## src/rtl/sumador_serie.sv

```systemverilog
// Bit-serial adder: one full-adder cell processes one bit pair per clock, LSB first.

// Single-bit full-adder cell driven by the serial sequencer.
module full_adder (
    input  logic a,
    input  logic b,
    input  logic carry_in,
    output logic sum,
    output logic carry_out
);

    // Plain combinational full-adder equations.
    assign sum       = a ^ b ^ carry_in;
    assign carry_out = (a & b) | (a & carry_in) | (b & carry_in);

endmodule

// Sequencer that feeds the cell, stores the carry and assembles the WIDTH-bit result.
module sumador_serie #(
    parameter int unsigned WIDTH = 8
) (
    input  logic             CLK,
    input  logic             RST_N,
    input  logic             START,
    input  logic [WIDTH-1:0] OP_A,
    input  logic [WIDTH-1:0] OP_B,
    input  logic             CIN,
    output logic             BUSY,
    output logic             DONE,
    output logic [WIDTH-1:0] RESULT,
    output logic             COUT
);

    localparam int unsigned CNT_W = $clog2(WIDTH + 1);

    typedef enum logic [1:0] {
        S_IDLE = 2'd0,
        S_RUN  = 2'd1,
        S_FIN  = 2'd2
    } state_t;

    state_t             state_q, state_d;
    logic [WIDTH-1:0]   sh_a_q, sh_a_d;
    logic [WIDTH-1:0]   sh_b_q, sh_b_d;
    logic               carry_q, carry_d;
    logic [CNT_W-1:0]   cnt_q, cnt_d;
    logic [WIDTH-1:0]   res_q, res_d;
    logic               cout_q, cout_d;
    logic               busy_q, busy_d;
    logic               done_q, done_d;

    logic               fa_sum;
    logic               fa_cout;

    // The single adder cell always sees the current LSBs and the stored carry.
    full_adder u_fa (
        .a         (sh_a_q[0]),
        .b         (sh_b_q[0]),
        .carry_in  (carry_q),
        .sum       (fa_sum),
        .carry_out (fa_cout)
    );

    // Next-state and datapath logic; FIN accepts START exactly like IDLE for back-to-back use.
    always_comb begin
        state_d = state_q;
        sh_a_d  = sh_a_q;
        sh_b_d  = sh_b_q;
        carry_d = carry_q;
        cnt_d   = cnt_q;
        res_d   = res_q;
        cout_d  = cout_q;
        busy_d  = busy_q;
        done_d  = 1'b0;

        unique case (state_q)
            S_IDLE, S_FIN: begin
                if (START) begin
                    sh_a_d  = OP_A;
                    sh_b_d  = OP_B;
                    carry_d = CIN;
                    cnt_d   = '0;
                    res_d   = '0;
                    cout_d  = 1'b0;
                    busy_d  = 1'b1;
                    state_d = S_RUN;
                end else begin
                    busy_d  = 1'b0;
                    state_d = S_IDLE;
                end
            end
            S_RUN: begin
                res_d   = {fa_sum, res_q[WIDTH-1:1]};
                carry_d = fa_cout;
                sh_a_d  = {1'b0, sh_a_q[WIDTH-1:1]};
                sh_b_d  = {1'b0, sh_b_q[WIDTH-1:1]};
                cnt_d   = cnt_q + CNT_W'(1);
                if (cnt_q == CNT_W'(WIDTH - 1)) begin
                    // Final bit: latch carry-out, pulse DONE, park the counter.
                    cnt_d   = '0;
                    cout_d  = fa_cout;
                    done_d  = 1'b1;
                    busy_d  = 1'b0;
                    state_d = S_FIN;
                end
            end
            default: begin
                busy_d  = 1'b0;
                state_d = S_IDLE;
            end
        endcase
    end

    // State and datapath registers with synchronous active-low reset.
    always_ff @(posedge CLK) begin
        if (!RST_N) begin
            state_q <= S_IDLE;
            sh_a_q  <= '0;
            sh_b_q  <= '0;
            carry_q <= 1'b0;
            cnt_q   <= '0;
            res_q   <= '0;
            cout_q  <= 1'b0;
            busy_q  <= 1'b0;
            done_q  <= 1'b0;
        end else begin
            state_q <= state_d;
            sh_a_q  <= sh_a_d;
            sh_b_q  <= sh_b_d;
            carry_q <= carry_d;
            cnt_q   <= cnt_d;
            res_q   <= res_d;
            cout_q  <= cout_d;
            busy_q  <= busy_d;
            done_q  <= done_d;
        end
    end

    assign BUSY   = busy_q;
    assign DONE   = done_q;
    assign RESULT = res_q;
    assign COUT   = cout_q;

endmodule

```

## config.mk

```make
export PLATFORM = sky130hd
export DESIGN_NAME = sumador_serie
export DESIGN_NICKNAME = d
export VERILOG_FILES = /design/src/rtl/sumador_serie.sv
export SDC_FILE = /design/constraint.sdc
export NUM_CORES = 1
export LEC_CHECK = 0
export ABC_AREA = 1
export CAP_MARGIN = 20
export CORE_MARGIN = 5
export CORE_UTILIZATION = 55
export CTS_CLUSTER_SIZE = 16
export DETAILED_ROUTE_END_ITERATION = 12
export DONT_BUFFER_PORTS = 1
export PLACE_DENSITY = 0.72
export SLEW_MARGIN = 20
export SYNTH_ARGS = -nofsm -noshare
export SYNTH_HDL_FRONTEND = slang
export SYNTH_SLANG_ARGS = --single-unit
export TNS_END_PERCENT = 5
```

## constraint.sdc

```tcl
create_clock -name CLK -period 1.21 [get_ports CLK]
set_input_delay 0.0605 -clock CLK [delete_from_list [all_inputs] [get_ports CLK]]
set_output_delay 0.0605 -clock CLK [all_outputs]
set_load 0.01 [all_outputs]
```

==> summary.txt <==
Clocking
  – CTS tree: done
  – Clock transition at path regs: ~0.10 ns
  – CTS Buf Count: 5
  – Clock latency on the worst-skew pair: between 0.3 and 0.4 ns
  – Clk buf depth: 2
  – Clock Sinks: 33
  – Post CTS Setup Buffer Count: 0
  – CTS H-tree depth: 2
  – Root Buffer: clkbuf_4

Synthesis
  – Syn_area_per_cell: 7.52 sq um
  – EDFF count, synth: 0
  – #FFs+latches synth: 33
  – Synth warn: 0
  – Synth Cell Area: 1440 sq um
  – Cell variety after synth: 25
  – Post-Synthesis Cells: 192
  – Prevailing post-synth register cell: dfxtp_1
  – Seq/Total Area, Yosys: 45.8%
  – Syn Nets: 214
  – Synth async-reset ratio: 0%

STA
  – Worst slew margin: 64.6%
  – Fmax: about 870 MHz
  – Max-slew violation count: 0
  – Final Critical Period: 1.15 ns
  – Worst Max-Slew Pin Slew: 0.529 ns
  – # setup viols final: 0
  – Hold Slack: between 0.4 and 0.5 ns
  – Hold Vio Cnt, Final: 0
  – RSZ-0062 raised after global routing: true
  – Worst clock skew: 0.00535 ns
  – Period utilisation layout: 94.8%
  – Setup ws final: roughly 0.063 ns

Global routing
  – Total GRT Usage: a little under a fifth
  – Global-route wire length before repair: 5.20 mm
  – GRT overflow: 0
  – Initial antenna violation count: 0
  – Vias in the first global route: ~1200
  – Pin count of the biggest net entering global routing: 18

Critical path
  – Req. time, crit path: 1.48 ns
  – CP max FO: 2
  – Crit-path cells: inv_1 -> fa_2 -> nor2_2 -> nand2_1 -> a21oi_2
  – Critical Path Start Type: flip-flop
  – Slowest cell on crit path: fa_2
  – Crit. End Element: flip-flop
  – Worst path top cell family by delay: adder cells
  – Worst Path Buf+Inv: 1
  – Critical Path Max Stage Delay: 0.40 ns
  – Setup CP Type: flip-flop to flip-flop
  – Worst path arrival time: 1.42 ns

Power and ir drop
  – Leak: 0.000731 uW
  – Pwr dens: 1300 nW/um^2
  – Peak supply drop: 1.16 mV
  – Power Total: 2270 uW

Placement
  – DP HPWL: 2.02 mm
  – Placed Cells incl. Taps: 220
  – Pre-CTS setup slack: 0.0162 ns
  – Port buffer count: 0
  – Routability Congestion: ~0.84

Floorplanning
  – Placeable Area: 2500 sq um
  – Initial Util: about 58%
  – Die area: 3750 sq um
  – I/O pins: 31
  – Die Width: roughly 61 um
  – Site Rows: 18
  – Die height: 61.2 um

Layout
  – Final net count: between 200 and 250
  – Non-filler cells, final: approximately 250
  – # diodes: 0
  – Multi-input gate area: 633 sq um
  – P&R area growth vs syn: 21.3%
  – Register area: 667 sq um
  – Share of layout cells above drive strength 1: 15.5%
  – Layout fillers: 223

Route
  – Routed wire per std cell: ~13 um
  – Post-DRT Antenna Nets: 0
  – Initial DRC count: 71
  – DRT Pass-1 Iters: 4
  – Vias: roughly 1300
  – Post-DR vias/cell: 5.27
  – DRC Markers: 0
  – Routed wire length: 3.16 mm

Status
  – Outcome: complete, no violations

Worst hold path
  – Hold Crit Class: primary input to flip-flop

Job
  – Max-Cap Viols: 0
-- cell families after synthesis --
group,Yosys count,synth area share (%)
flip-flops,33,45.8
AO/OA/AOI/OAI,55,19.6
AND/OR/NAND/NOR,74,21.5
buffers and inverters,28,10.9
adder cells (fa/ha/maj),2,2.25
-- path summary, 6_finish.rpt --
path / from / end / slack (ns) / cells past startpoint
worst max-delay path: carry_q / COUT / 0.06 / 5
worst min-delay path: CIN / carry_q / 0.43 / 3
worst max register to register: carry_q / COUT / 0.06 / 5
worst min register to register: sh_b_q[7] / sh_b_q[7] / 0.47 / 2
-- what timing repair did --
item / 4_1_cts / 5_1_grt
endpoints found under the setup margin: 2 / 17
hold endpoints to repair: 32 / 0
hold buffers: 21 / 0
resized for setup: 1 / 10
-- tightest hold or removal path: stages --
cell,delay [ns]
dlygate4sd3_1,0.54
a21oi_1,0.06
nor2_1,0.07
-- flip-flops by register name (all words and copies together), names as in the netlist --
| signal | flops |
|---|---|
| carry_q | 1 |
| cnt_q | 4 |
| state_q | 2 |
| COUT | 1 |
| DONE | 1 |
| sh_a_q | 8 |
| RESULT | 8 |
| sh_b_q | 8 |
-- cell type report --
class / instances / share of cell area, %
well taps: 30 / 2.14
inverters: 18 / 4.00
multi-input cells: 131 / 36.1
repair buffers: 29 / 15.6
flip-flops and latches: 33 / 38.1
clock inverters: 1 / 0.286
clock buffers: 7 / 3.71
-- report_power, final --
part           internal, uW  leakage, uW  switching, uW  total [uW]
logic                   162     0.000417            205         367
clock network           336    0.0000413            374         710
registers              1160     0.000272           36.6        1190
-- cells in the final DEF, fill, tap and decap left out, drive strengths merged --
cell	instances
o21a	1
o22ai	1
buf	8
clkbuf	7
nor2	7
fa	1
inv	18
ha	1
a21oi	29
o21ai	24
nand2	60
dfxtp	33
dlygate4sd3	21
nand3	6
clkinv	1
nand4	1
-- through the flow --
stage               setup TNS [ns]  cell area [sq um]  utilization (%)
CTS                              0               1740             69.4
finish                           0               1750             70.1
floorplan                        0               1440                -
global route              -0.00384               1750             70.1
global placement                 0               1450             58.1
detailed placement               0               1450             58.1
-- cells in the mapped netlist, types with 2 or more instances --
cell type | instances | area, sq um
nand2_1 | 57 | 214
dfxtp_1 | 33 | 661
a21oi_1 | 28 | 140
o21ai_0 | 15 | 75.1
inv_1 | 14 | 52.6
o21ai_1 | 9 | 45.0
nand3_1 | 6 | 30.0
buf_6 | 5 | 56.3
nor2_1 | 5 | 18.8
inv_2 | 3 | 11.3
clkbuf_1 | 2 | 7.51
nand2_2 | 2 | 12.5
-- per-layer routing --
metal	vias to the layer above	track usage [%]	share of wire (%)
met5	-	0	0
met4	0	7.43	1.6
met3	7	6.71	9.3
met2	41	29.9	45
met1	590	23.6	44
li1	673	-	-
(Power assumes the default switching activity.)
